<file path="src/rtl/y86_pkg.sv">
// Shared Y86-64 encodings for the write-back stage: icodes, status codes and register IDs.
package y86_pkg;

  localparam int unsigned ICODE_W = 4;
  localparam int unsigned STAT_W  = 3;

  localparam logic [ICODE_W-1:0] IHALT   = 4'h0;
  localparam logic [ICODE_W-1:0] INOP    = 4'h1;
  localparam logic [ICODE_W-1:0] ICMOVXX = 4'h2;
  localparam logic [ICODE_W-1:0] IIRMOVQ = 4'h3;
  localparam logic [ICODE_W-1:0] IMRMOVQ = 4'h5;
  localparam logic [ICODE_W-1:0] IOPQ    = 4'h6;
  localparam logic [ICODE_W-1:0] ICALL   = 4'h8;
  localparam logic [ICODE_W-1:0] IRET    = 4'h9;
  localparam logic [ICODE_W-1:0] IPUSHQ  = 4'hA;
  localparam logic [ICODE_W-1:0] IPOPQ   = 4'hB;

  localparam logic [STAT_W-1:0] SAOK = 3'd1;
  localparam logic [STAT_W-1:0] SHLT = 3'd2;
  localparam logic [STAT_W-1:0] SADR = 3'd3;
  localparam logic [STAT_W-1:0] SINS = 3'd4;

  // Defaults for the 4-bit register-ID encoding
  localparam logic [3:0] RNONE = 4'hF;
  localparam logic [3:0] RSP   = 4'h4;

endpackage

</file>
<file path="src/rtl/wb_regfile.sv">
// Dual-write / dual-read register file; M port beats E port on a shared
// destination, and reads bypass the writes that will land on the next edge.
module wb_regfile #(
  parameter int unsigned DATA_W   = 64,
  parameter int unsigned REG_ID_W = 4
) (
  input  logic                clk,
  input  logic                rst_n,
  input  logic                we_e,
  input  logic [REG_ID_W-1:0] dst_e,
  input  logic [DATA_W-1:0]   val_e,
  input  logic                we_m,
  input  logic [REG_ID_W-1:0] dst_m,
  input  logic [DATA_W-1:0]   val_m,
  input  logic [REG_ID_W-1:0] src_a,
  input  logic [REG_ID_W-1:0] src_b,
  output logic [DATA_W-1:0]   val_a,
  output logic [DATA_W-1:0]   val_b
);

  localparam int unsigned NREGS = (1 << REG_ID_W) - 1;
  localparam logic [REG_ID_W-1:0] RNONE_ID = '1;

  logic [DATA_W-1:0] regs [NREGS];

  // Register writes; the M assignment comes last so it wins on a shared ID
  always_ff @(posedge clk or negedge rst_n) begin
    if (!rst_n) begin
      for (int unsigned i = 0; i < NREGS; i++) regs[i] <= '0;
    end else begin
      if (we_e && (dst_e != RNONE_ID)) regs[dst_e] <= val_e;
      if (we_m && (dst_m != RNONE_ID)) regs[dst_m] <= val_m;
    end
  end

  // Read port A with bypass of pending writes, M over E
  always_comb begin
    val_a = '0;
    if (src_a != RNONE_ID) begin
      if (we_m && (src_a == dst_m))      val_a = val_m;
      else if (we_e && (src_a == dst_e)) val_a = val_e;
      else                               val_a = regs[src_a];
    end
  end

  // Read port B with bypass of pending writes, M over E
  always_comb begin
    val_b = '0;
    if (src_b != RNONE_ID) begin
      if (we_m && (src_b == dst_m))      val_b = val_m;
      else if (we_e && (src_b == dst_e)) val_b = val_e;
      else                               val_b = regs[src_b];
    end
  end

endmodule

</file>
<file path="src/rtl/wb_stage_rf.sv">
// Y86-64 write-back stage: M/W pipeline register, dstE/dstM decode,
// sticky halt and the register file. Optional retired-instruction counter
// is built when WB_RETIRE_CNT_EN is defined.
module wb_stage_rf #(
  parameter int unsigned DATA_W   = 64,
  parameter int unsigned REG_ID_W = 4,
  parameter int unsigned RSP_ID   = 4
) (
  input  logic                clk,
  input  logic                rst_n,
  input  logic                w_stall,
  input  logic                w_bubble,
  input  logic [2:0]          m_stat,
  input  logic [3:0]          m_icode,
  input  logic                m_cnd,
  input  logic [REG_ID_W-1:0] m_rA,
  input  logic [REG_ID_W-1:0] m_rB,
  input  logic [DATA_W-1:0]   m_valE,
  input  logic [DATA_W-1:0]   m_valM,
  input  logic [REG_ID_W-1:0] srcA,
  input  logic [REG_ID_W-1:0] srcB,
  output logic [DATA_W-1:0]   valA,
  output logic [DATA_W-1:0]   valB,
  output logic [REG_ID_W-1:0] w_dstE,
  output logic [REG_ID_W-1:0] w_dstM,
  output logic [DATA_W-1:0]   w_valE,
  output logic [DATA_W-1:0]   w_valM,
  output logic [2:0]          w_stat,
  output logic                halted,
  output logic [31:0]         retire_cnt
);
  import y86_pkg::*;

  localparam logic [REG_ID_W-1:0] RNONE_ID = '1;
  localparam logic [REG_ID_W-1:0] RSP_REG  = REG_ID_W'(RSP_ID);

  logic [REG_ID_W-1:0] dec_dste;
  logic [REG_ID_W-1:0] dec_dstm;
  logic                wr_en;

  // Destination decode of the instruction leaving memory
  always_comb begin
    dec_dste = RNONE_ID;
    dec_dstm = RNONE_ID;
    case (m_icode)
      ICMOVXX:             dec_dste = m_cnd ? m_rB : RNONE_ID;
      IIRMOVQ, IOPQ:       dec_dste = m_rB;
      IMRMOVQ:             dec_dstm = m_rA;
      ICALL, IRET, IPUSHQ: dec_dste = RSP_REG;
      IPOPQ: begin
        dec_dste = RSP_REG;
        dec_dstm = m_rA;
      end
      default: ;
    endcase
  end

  // W pipeline register: halt freezes, stall beats bubble
  always_ff @(posedge clk or negedge rst_n) begin
    if (!rst_n) begin
      w_stat <= SAOK;
      w_dstE <= RNONE_ID;
      w_dstM <= RNONE_ID;
      w_valE <= '0;
      w_valM <= '0;
    end else if (halted || w_stall) begin
      w_stat <= w_stat;
    end else if (w_bubble) begin
      w_stat <= SAOK;
      w_dstE <= RNONE_ID;
      w_dstM <= RNONE_ID;
      w_valE <= '0;
      w_valM <= '0;
    end else begin
      w_stat <= m_stat;
      w_dstE <= dec_dste;
      w_dstM <= dec_dstm;
      w_valE <= m_valE;
      w_valM <= m_valM;
    end
  end

  // Sticky halt on any non-AOK status reaching W
  always_ff @(posedge clk or negedge rst_n) begin
    if (!rst_n)              halted <= 1'b0;
    else if (w_stat != SAOK) halted <= 1'b1;
  end

  assign wr_en = (w_stat == SAOK) && !halted;

  wb_regfile #(
    .DATA_W   (DATA_W),
    .REG_ID_W (REG_ID_W)
  ) u_regfile (
    .clk   (clk),
    .rst_n (rst_n),
    .we_e  (wr_en),
    .dst_e (w_dstE),
    .val_e (w_valE),
    .we_m  (wr_en),
    .dst_m (w_dstM),
    .val_m (w_valM),
    .src_a (srcA),
    .src_b (srcB),
    .val_a (valA),
    .val_b (valB)
  );

`ifdef WB_RETIRE_CNT_EN
  logic        w_valid;
  logic        w_first;
  logic [31:0] cnt_q;

  // Tracks whether W holds a real instruction and whether this is its first cycle
  always_ff @(posedge clk or negedge rst_n) begin
    if (!rst_n) begin
      w_valid <= 1'b0;
      w_first <= 1'b0;
    end else if (halted) begin
      w_valid <= w_valid;
    end else if (w_stall) begin
      w_first <= 1'b0;
    end else if (w_bubble) begin
      w_valid <= 1'b0;
      w_first <= 1'b0;
    end else begin
      w_valid <= 1'b1;
      w_first <= 1'b1;
    end
  end

  // Count each committing instruction once
  always_ff @(posedge clk or negedge rst_n) begin
    if (!rst_n)                           cnt_q <= '0;
    else if (w_valid && w_first && wr_en) cnt_q <= cnt_q + 32'd1;
  end

  assign retire_cnt = cnt_q;
`else
  assign retire_cnt = 32'd0;
`endif

endmodule

</file>
<file path="config.mk">
export PLATFORM = sky130hd
export DESIGN_NAME = wb_stage_rf
export DESIGN_NICKNAME = d
export VERILOG_FILES = /design/src/rtl/y86_pkg.sv /design/src/rtl/wb_regfile.sv /design/src/rtl/wb_stage_rf.sv
export SDC_FILE = /design/constraint.sdc
export NUM_CORES = 2
export LEC_CHECK = 0
export ABC_CLOCK_PERIOD_IN_PS = 3760
export BUFFER_PORTS_ARGS = -buffer_cell sky130_fd_sc_hd__buf_2
export CORE_MARGIN = 2
export CORE_UTILIZATION = 50
export CTS_CLUSTER_SIZE = 25
export DETAILED_ROUTE_END_ITERATION = 8
export PLACE_DENSITY = 0.68
export SLEW_MARGIN = 20
export SYNTH_ARGS = -nofsm -noshare
export SYNTH_HDL_FRONTEND = slang
export SYNTH_SLANG_ARGS = --single-unit
</file>
<file path="constraint.sdc">
create_clock -name clk -period 3.76 [get_ports clk]
set_input_delay 0.188 -clock clk [delete_from_list [all_inputs] [get_ports clk]]
set_output_delay 0.188 -clock clk [all_outputs]
set_load 0.01 [all_outputs]
</file>
* Yosys cells after proc, flatten, opt, wreduce, memory -nomap -nowiden
Index checks and enable logic that the tools add are counted.
** Storage, ports and cells
- Word-level logic and storage cells :: 91
- Flip-flop bits (word level) :: 1100
- Input port bits :: 156
** Cells by class
- Reduce and logical (&&, ||, !) cells :: 14
- Eq/ne operators :: 18
- Muxes and demuxes :: 28
- Bitwise logic cells :: 4
- Order comparisons :: 6
** Operator list (count)
- $bwmux 960 :: 2
- $mux 960 :: 2
- $mux 64 :: 14
- $bmux 64 s4 :: 2
- $demux 64 s4 :: 2
- $ge 5x5->1 const B :: 4
- $not 4->5 :: 4
- $eq 4x4->1 :: 4
- $eq 4x4->1 const B :: 4
- $mux 4 :: 4
- $ne 4x4->1 const B :: 4
- $pmux 4 s3 :: 1
- $lt 5x1->1 const B :: 2
- $logic_and 1x1->1 :: 9
- $eq 4x2->1 const B :: 2
- $eq 4x3->1 const B :: 2
- $reduce_or 2->1 :: 2
- $reduce_or 4->1 :: 1
- $eq 3x1->1 const B :: 1
- $mux 3 :: 1
- $ne 3x1->1 const B :: 1
- $logic_not 1->1 :: 1
- $logic_or 1x1->1 :: 1

* Depth between registers and ports, before layout
- Depth after elaboration :: 9
- Gate-level depth with buffers :: 9

* Hierarchy
From an unflattened synthesis, not the netlist that was laid out.
** Second synthesis, totals
- Cells, all modules :: 7041
- Area, all modules :: 69420.3 um2
** Modules (own cells, without submodules)
- wb_regfile :: area an instance 63243.2 um2, cells each 6385, sequential area each 24023.0 um2, times used 1
- wb_stage_rf :: area an instance 6177.2 um2, cells each 656, sequential area each 3514.6 um2, times used 1

* Least setup slack after synthesis
No wires, ideal clock.
- Kind :: reg-to-output
- Start :: reg w_dstM[3]
- End :: out valA[10]
- Path buffers :: 3
- Cell stages (with the launch flop) :: 9
- Slack :: 1.401 ns
- Arrival :: 2.171 ns
- Cell sequence :: dfstp_2 > clkbuf_1 > xor2_1 > nor4_1 > nand3b_1 > buf_2 > clkbuf_1 > o221ai_1 > nor2_1
** On the way
- Longest elaborated chain between the ends :: 4
** Ends and longest elaborated chain
- start, declared :: RTL line wb_stage_rf.sv:25 : output logic [REG_ID_W-1:0] w_dstM,
- start signal, assigned :: RTL line wb_stage_rf.sv:77 : w_dstM <= dec_dstm;
- $eq 4x4->1 :: RTL line wb_regfile.sv:40 : if (we_m && (src_a == dst_m)) val_a = val_m;
- $logic_and 1x1->1 :: RTL line wb_regfile.sv:40
- $mux 64 :: RTL line wb_regfile.sv:40
- $mux 64 :: RTL line wb_regfile.sv:39 : if (src_a != RNONE_ID) begin
- end, declared :: RTL line wb_stage_rf.sv:22 : output logic [DATA_W-1:0] valA,
Every way passes these cells.

* Worst setup path after layout
- Start :: reg w_dstM[1]
- End :: out valA[56]
Same word-level chain as after synthesis.

==> flow_metrics.env <==
export IMPL_grt_antenna_before_repair=8
export IMPL_synth_adder_area_share=0
export IMPL_relative_slew_margins=0.207
export IMPL_timing_setup_critical_path_class="flip-flop to primary output"
export IMPL_required_ps=3570
export IMPL_clock_tree_buffer_depth=3
export IMPL_post_synth_cell_area_avg_um2=10.5
export IMPL_drcViolationCount=0
export IMPL_chipHeight_um=371
export IMPL_grt_pass1_vias=54100
export IMPL_post_syn_instances=6451
export IMPL_drt_vias_per_instance=6.71
export IMPL_post_route_period_util=0.989
export IMPL_seqPwrFrac=0.448
export IMPL_synth_top_area_frac=0.404
export IMPL_synthXorXnorAreaFrac=0.00208
export IMPL_critical_path_max_stage_delay_ps=710
export IMPL_num_io_pins=456
export IMPL_synth_ff_type="sky130_fd_sc_hd__dfrtp_1"
export IMPL_place_congestion=0.867
export IMPL_syn_area_um2=67500
export IMPL_rsz0062_at_grt="no"
export IMPL_maxCapViolCount=0
export IMPL_postRouteAntennaNets=0
export IMPL_htree_num_levels=4
export IMPL_synth_seq_cells=1100
export IMPL_rows=134
export IMPL_fmax_mhz=269
export IMPL_vias=56300
export IMPL_gr_usage_all_layers=0.346
export IMPL_final_hold_viol_count=0
export IMPL_regToRegEndpoint="u_regfile.regs[710]"
export IMPL_worst_skew_pair_late_latency_ps=810
export IMPL_first_iter_violations=7440
export IMPL_p_sw_w=0.00850
export IMPL_globalRouteOverflowTotal=0
export IMPL_number_of_iterations_in_the_first_detailed_routing_pass=5
export IMPL_post_route_cells_drive_above_1_share=0.195
export IMPL_die_area_um2=138000
export IMPL_worst_r2r_startpoint="w_stat[0]"
export IMPL_avgRoutedWirePerCell_um=29.2
export IMPL_synth_area_top_cells="sky130_fd_sc_hd__dfrtp_1, sky130_fd_sc_hd__mux2i_1, sky130_fd_sc_hd__mux4_2"
export IMPL_combinational_family_with_the_most_area_after_synthesis="multiplexers"
export IMPL_netlist_cell_type_count=40
export IMPL_most_common_layout_cells="sky130_fd_sc_hd__mux2i_1, sky130_fd_sc_hd__dfrtp_1, sky130_fd_sc_hd__nor2_1"
export IMPL_yosys_area_share_simple=0.0667
export IMPL_cellLeakagePower_nw=38.6
export IMPL_worst_endpoint_arrival_ps=3530
export IMPL_timing_final_max_slew_violations=0
export IMPL_synth_mux_area_frac=0.308
export IMPL_multi_input_comb_area_um2=36500
export IMPL_status="complete, no violations"
export IMPL_clkTransAtPathRegs_ps=60
export IMPL_startpoint_type="flip-flop"
export IMPL_worst_setup_path_end_kind="primary output"
export IMPL_cts_inserted_buffers=130
export IMPL_async_reset_ff_frac=1.00
export IMPL_peakVddDrop_v=0.000481
export IMPL_switching_share=0.285
export IMPL_synth_edff_count=0
export IMPL_post_synthesis_compound_gate_area_fraction=0.156
export IMPL_crit_start="w_dstM[1]"
export IMPL_final_util=0.576
export IMPL_timing_critical_path_cells="xor2_1, nor4_4, buf_4, nand3b_1, buf_12, o221ai_1, nor2_1, buf_2"
export IMPL_ff_latch_area_um2=27500
export IMPL_most_common_cell_after_layout_fill_and_taps_aside="sky130_fd_sc_hd__mux2i_1"
export IMPL_cell_internal_pwr_w=0.0214
export IMPL_root_buf_cell="sky130_fd_sc_hd__clkbuf_16"
export IMPL_rr_worst_depth=7
export IMPL_setup_tns_final_ps=0
export IMPL_wirelength_mm=245
export IMPL_place_hpwl_mm=136
export IMPL_r2r_slack_ps=600
export IMPL_power_share_combinational=0.110
export IMPL_finalClockSkew_ps=24.5
export IMPL_yosysWarnings=0
export IMPL_yosysSeqAreaShare=0.408
export IMPL_fin_nets=6663
export IMPL_core_region_area_um2=134000
export IMPL_initial_utilization=0.505
export IMPL_p_per_area_nw_per_um2=388
export IMPL_worst_path_max_fanout=32
export IMPL_timing_worst_slew_pin_value_ps=1190
export IMPL_grt_first_pass_wirelength_mm=358
export IMPL_worst_hold_path_type="primary input to asynchronous set/reset pin"
export IMPL_filler_cell_count=11100
export IMPL_worst_path_max_delay_cell="sky130_fd_sc_hd__dfstp_4"
export IMPL_grt_max_degree=129
export IMPL_clockPowerShare=0.442
export IMPL_fin_worst_hold_slack_ps=61.5
export IMPL_finalCriticalPeriod_ps=3720
export IMPL_die_width_um=371
export IMPL_port_buffer_count=423
export IMPL_clkSinkCount=1100
export IMPL_area_growth_pct=14.2
export IMPL_finalSetupViolCount=0
export IMPL_synth_largest_area_cell="sky130_fd_sc_hd__dfrtp_1"
export IMPL_cts_tree="built"
-- metrics by stage --
step,setup slack [ps],instance area [um2],total power [W],std cells
final,40.7,77100,0.0299,8379
after global routing,16.3,77100,0.0308,8376
after CTS,1.68,76800,0.0299,8360
after detailed placement,566,70700,0.0166,7966
after global placement,572,70700,0.0166,7966
after floorplan,1400,67600,0.0151,6482
-- routing by layer --
layer	part of all wire	vias to the layer above	wire length (um)	global-route usage
met5	0.00028	-	69	0
met4	0.047	8	11400	0.150
met3	0.12	696	29000	0.0946
met2	0.44	3695	108000	0.519
met1	0.39	28100	95800	0.474
li1	-	23800	-	-
-- how the worst max path moves through the flow --
stage	to	cells past startpoint	slack, ps
6_report	valA[56]	8	40
5_1_grt	valA[23]	8	20
4_1_cts	valA[55]	8	2
3_5_place_dp	valB[57]	8	570
3_3_place_gp	valB[57]	8	570
2_1_floorplan	valA[10]	8	1400
-- synthesized netlist by cell type (4+ instances only) --
cell,instances
sky130_fd_sc_hd__a21oi_1,645
sky130_fd_sc_hd__a22o_1,130
sky130_fd_sc_hd__buf_1,94
sky130_fd_sc_hd__buf_2,117
sky130_fd_sc_hd__buf_4,59
sky130_fd_sc_hd__buf_6,5
sky130_fd_sc_hd__clkbuf_1,613
sky130_fd_sc_hd__dfrtp_1,1091
sky130_fd_sc_hd__dfstp_2,9
sky130_fd_sc_hd__inv_1,65
sky130_fd_sc_hd__mux2i_1,1216
sky130_fd_sc_hd__mux4_2,384
sky130_fd_sc_hd__nand2_1,340
sky130_fd_sc_hd__nand2b_1,4
sky130_fd_sc_hd__nand3_1,8
sky130_fd_sc_hd__nor2_1,778
sky130_fd_sc_hd__nor2b_1,5
sky130_fd_sc_hd__nor3_1,4
sky130_fd_sc_hd__nor3b_1,4
sky130_fd_sc_hd__nor4_1,4
sky130_fd_sc_hd__o211a_1,128
sky130_fd_sc_hd__o211ai_1,128
sky130_fd_sc_hd__o21ai_0,171
sky130_fd_sc_hd__o21ai_1,153
sky130_fd_sc_hd__o221ai_1,256
sky130_fd_sc_hd__o22a_1,4
sky130_fd_sc_hd__xor2_1,16
-- layout make-up --
cell class | instances | share of cell area
sequential | 1100 | 0.357
tap | 1768 | 0.0287
clock buffer | 186 | 0.0491
antenna | 3 | 0.0000974
inverter | 66 | 0.00321
clock inverter | 47 | 0.00826
multi-input combinational | 4429 | 0.474
timing repair buffer | 780 | 0.0797
-- timing repair --
item,4_1_cts,5_1_grt
pin swaps,0,6
cloned,2,4
resized for setup,10,25
hold buffers,159,0
setup endpoints to repair,65,78
endpoints found under the hold margin,201,0
setup buffers,0,12
-- power by group through the flow --
stage / sequential, W / clock [W] / combinational (W)
2_1_floorplan: 0.0128 / 0 / 0.00231
3_3_place_gp: 0.0135 / 0 / 0.00303
3_5_place_dp: 0.0136 / 0 / 0.00307
4_1_cts: 0.0133 / 0.0133 / 0.00322
5_1_grt: 0.0135 / 0.0138 / 0.00348
6_report: 0.0134 / 0.0132 / 0.00328
-- worst max-delay path: cells and delay by family (launching register included) --
kind	cells	cell delay, ps
flip-flops	1	710
XOR/XNOR	1	120
AND/OR/NAND/NOR	3	960
buffers and inverters	3	770
AO/OA/AOI/OAI	1	150
-- logic make-up after synthesis --
| logic type | count (synthesis) |
|---|---|
| AND/OR/NAND/NOR | 1163 |
| flip-flops | 1100 |
| buffers and inverters | 954 |
| XOR/XNOR | 16 |
| other | 1 |
| AO/OA/AOI/OAI | 1617 |
| multiplexers | 1600 |
-- state kept, by name, indices dropped and copies added (netlist names) --
| signal | count |
|---|---|
| halted | 1 |
| u_regfile.regs | 960 |
| w_dstE | 4 |
| w_dstM | 4 |
| w_stat | 3 |
| w_valE | 64 |
| w_valM | 64 |
Note: power is estimated with default switching activity, not from simulation.
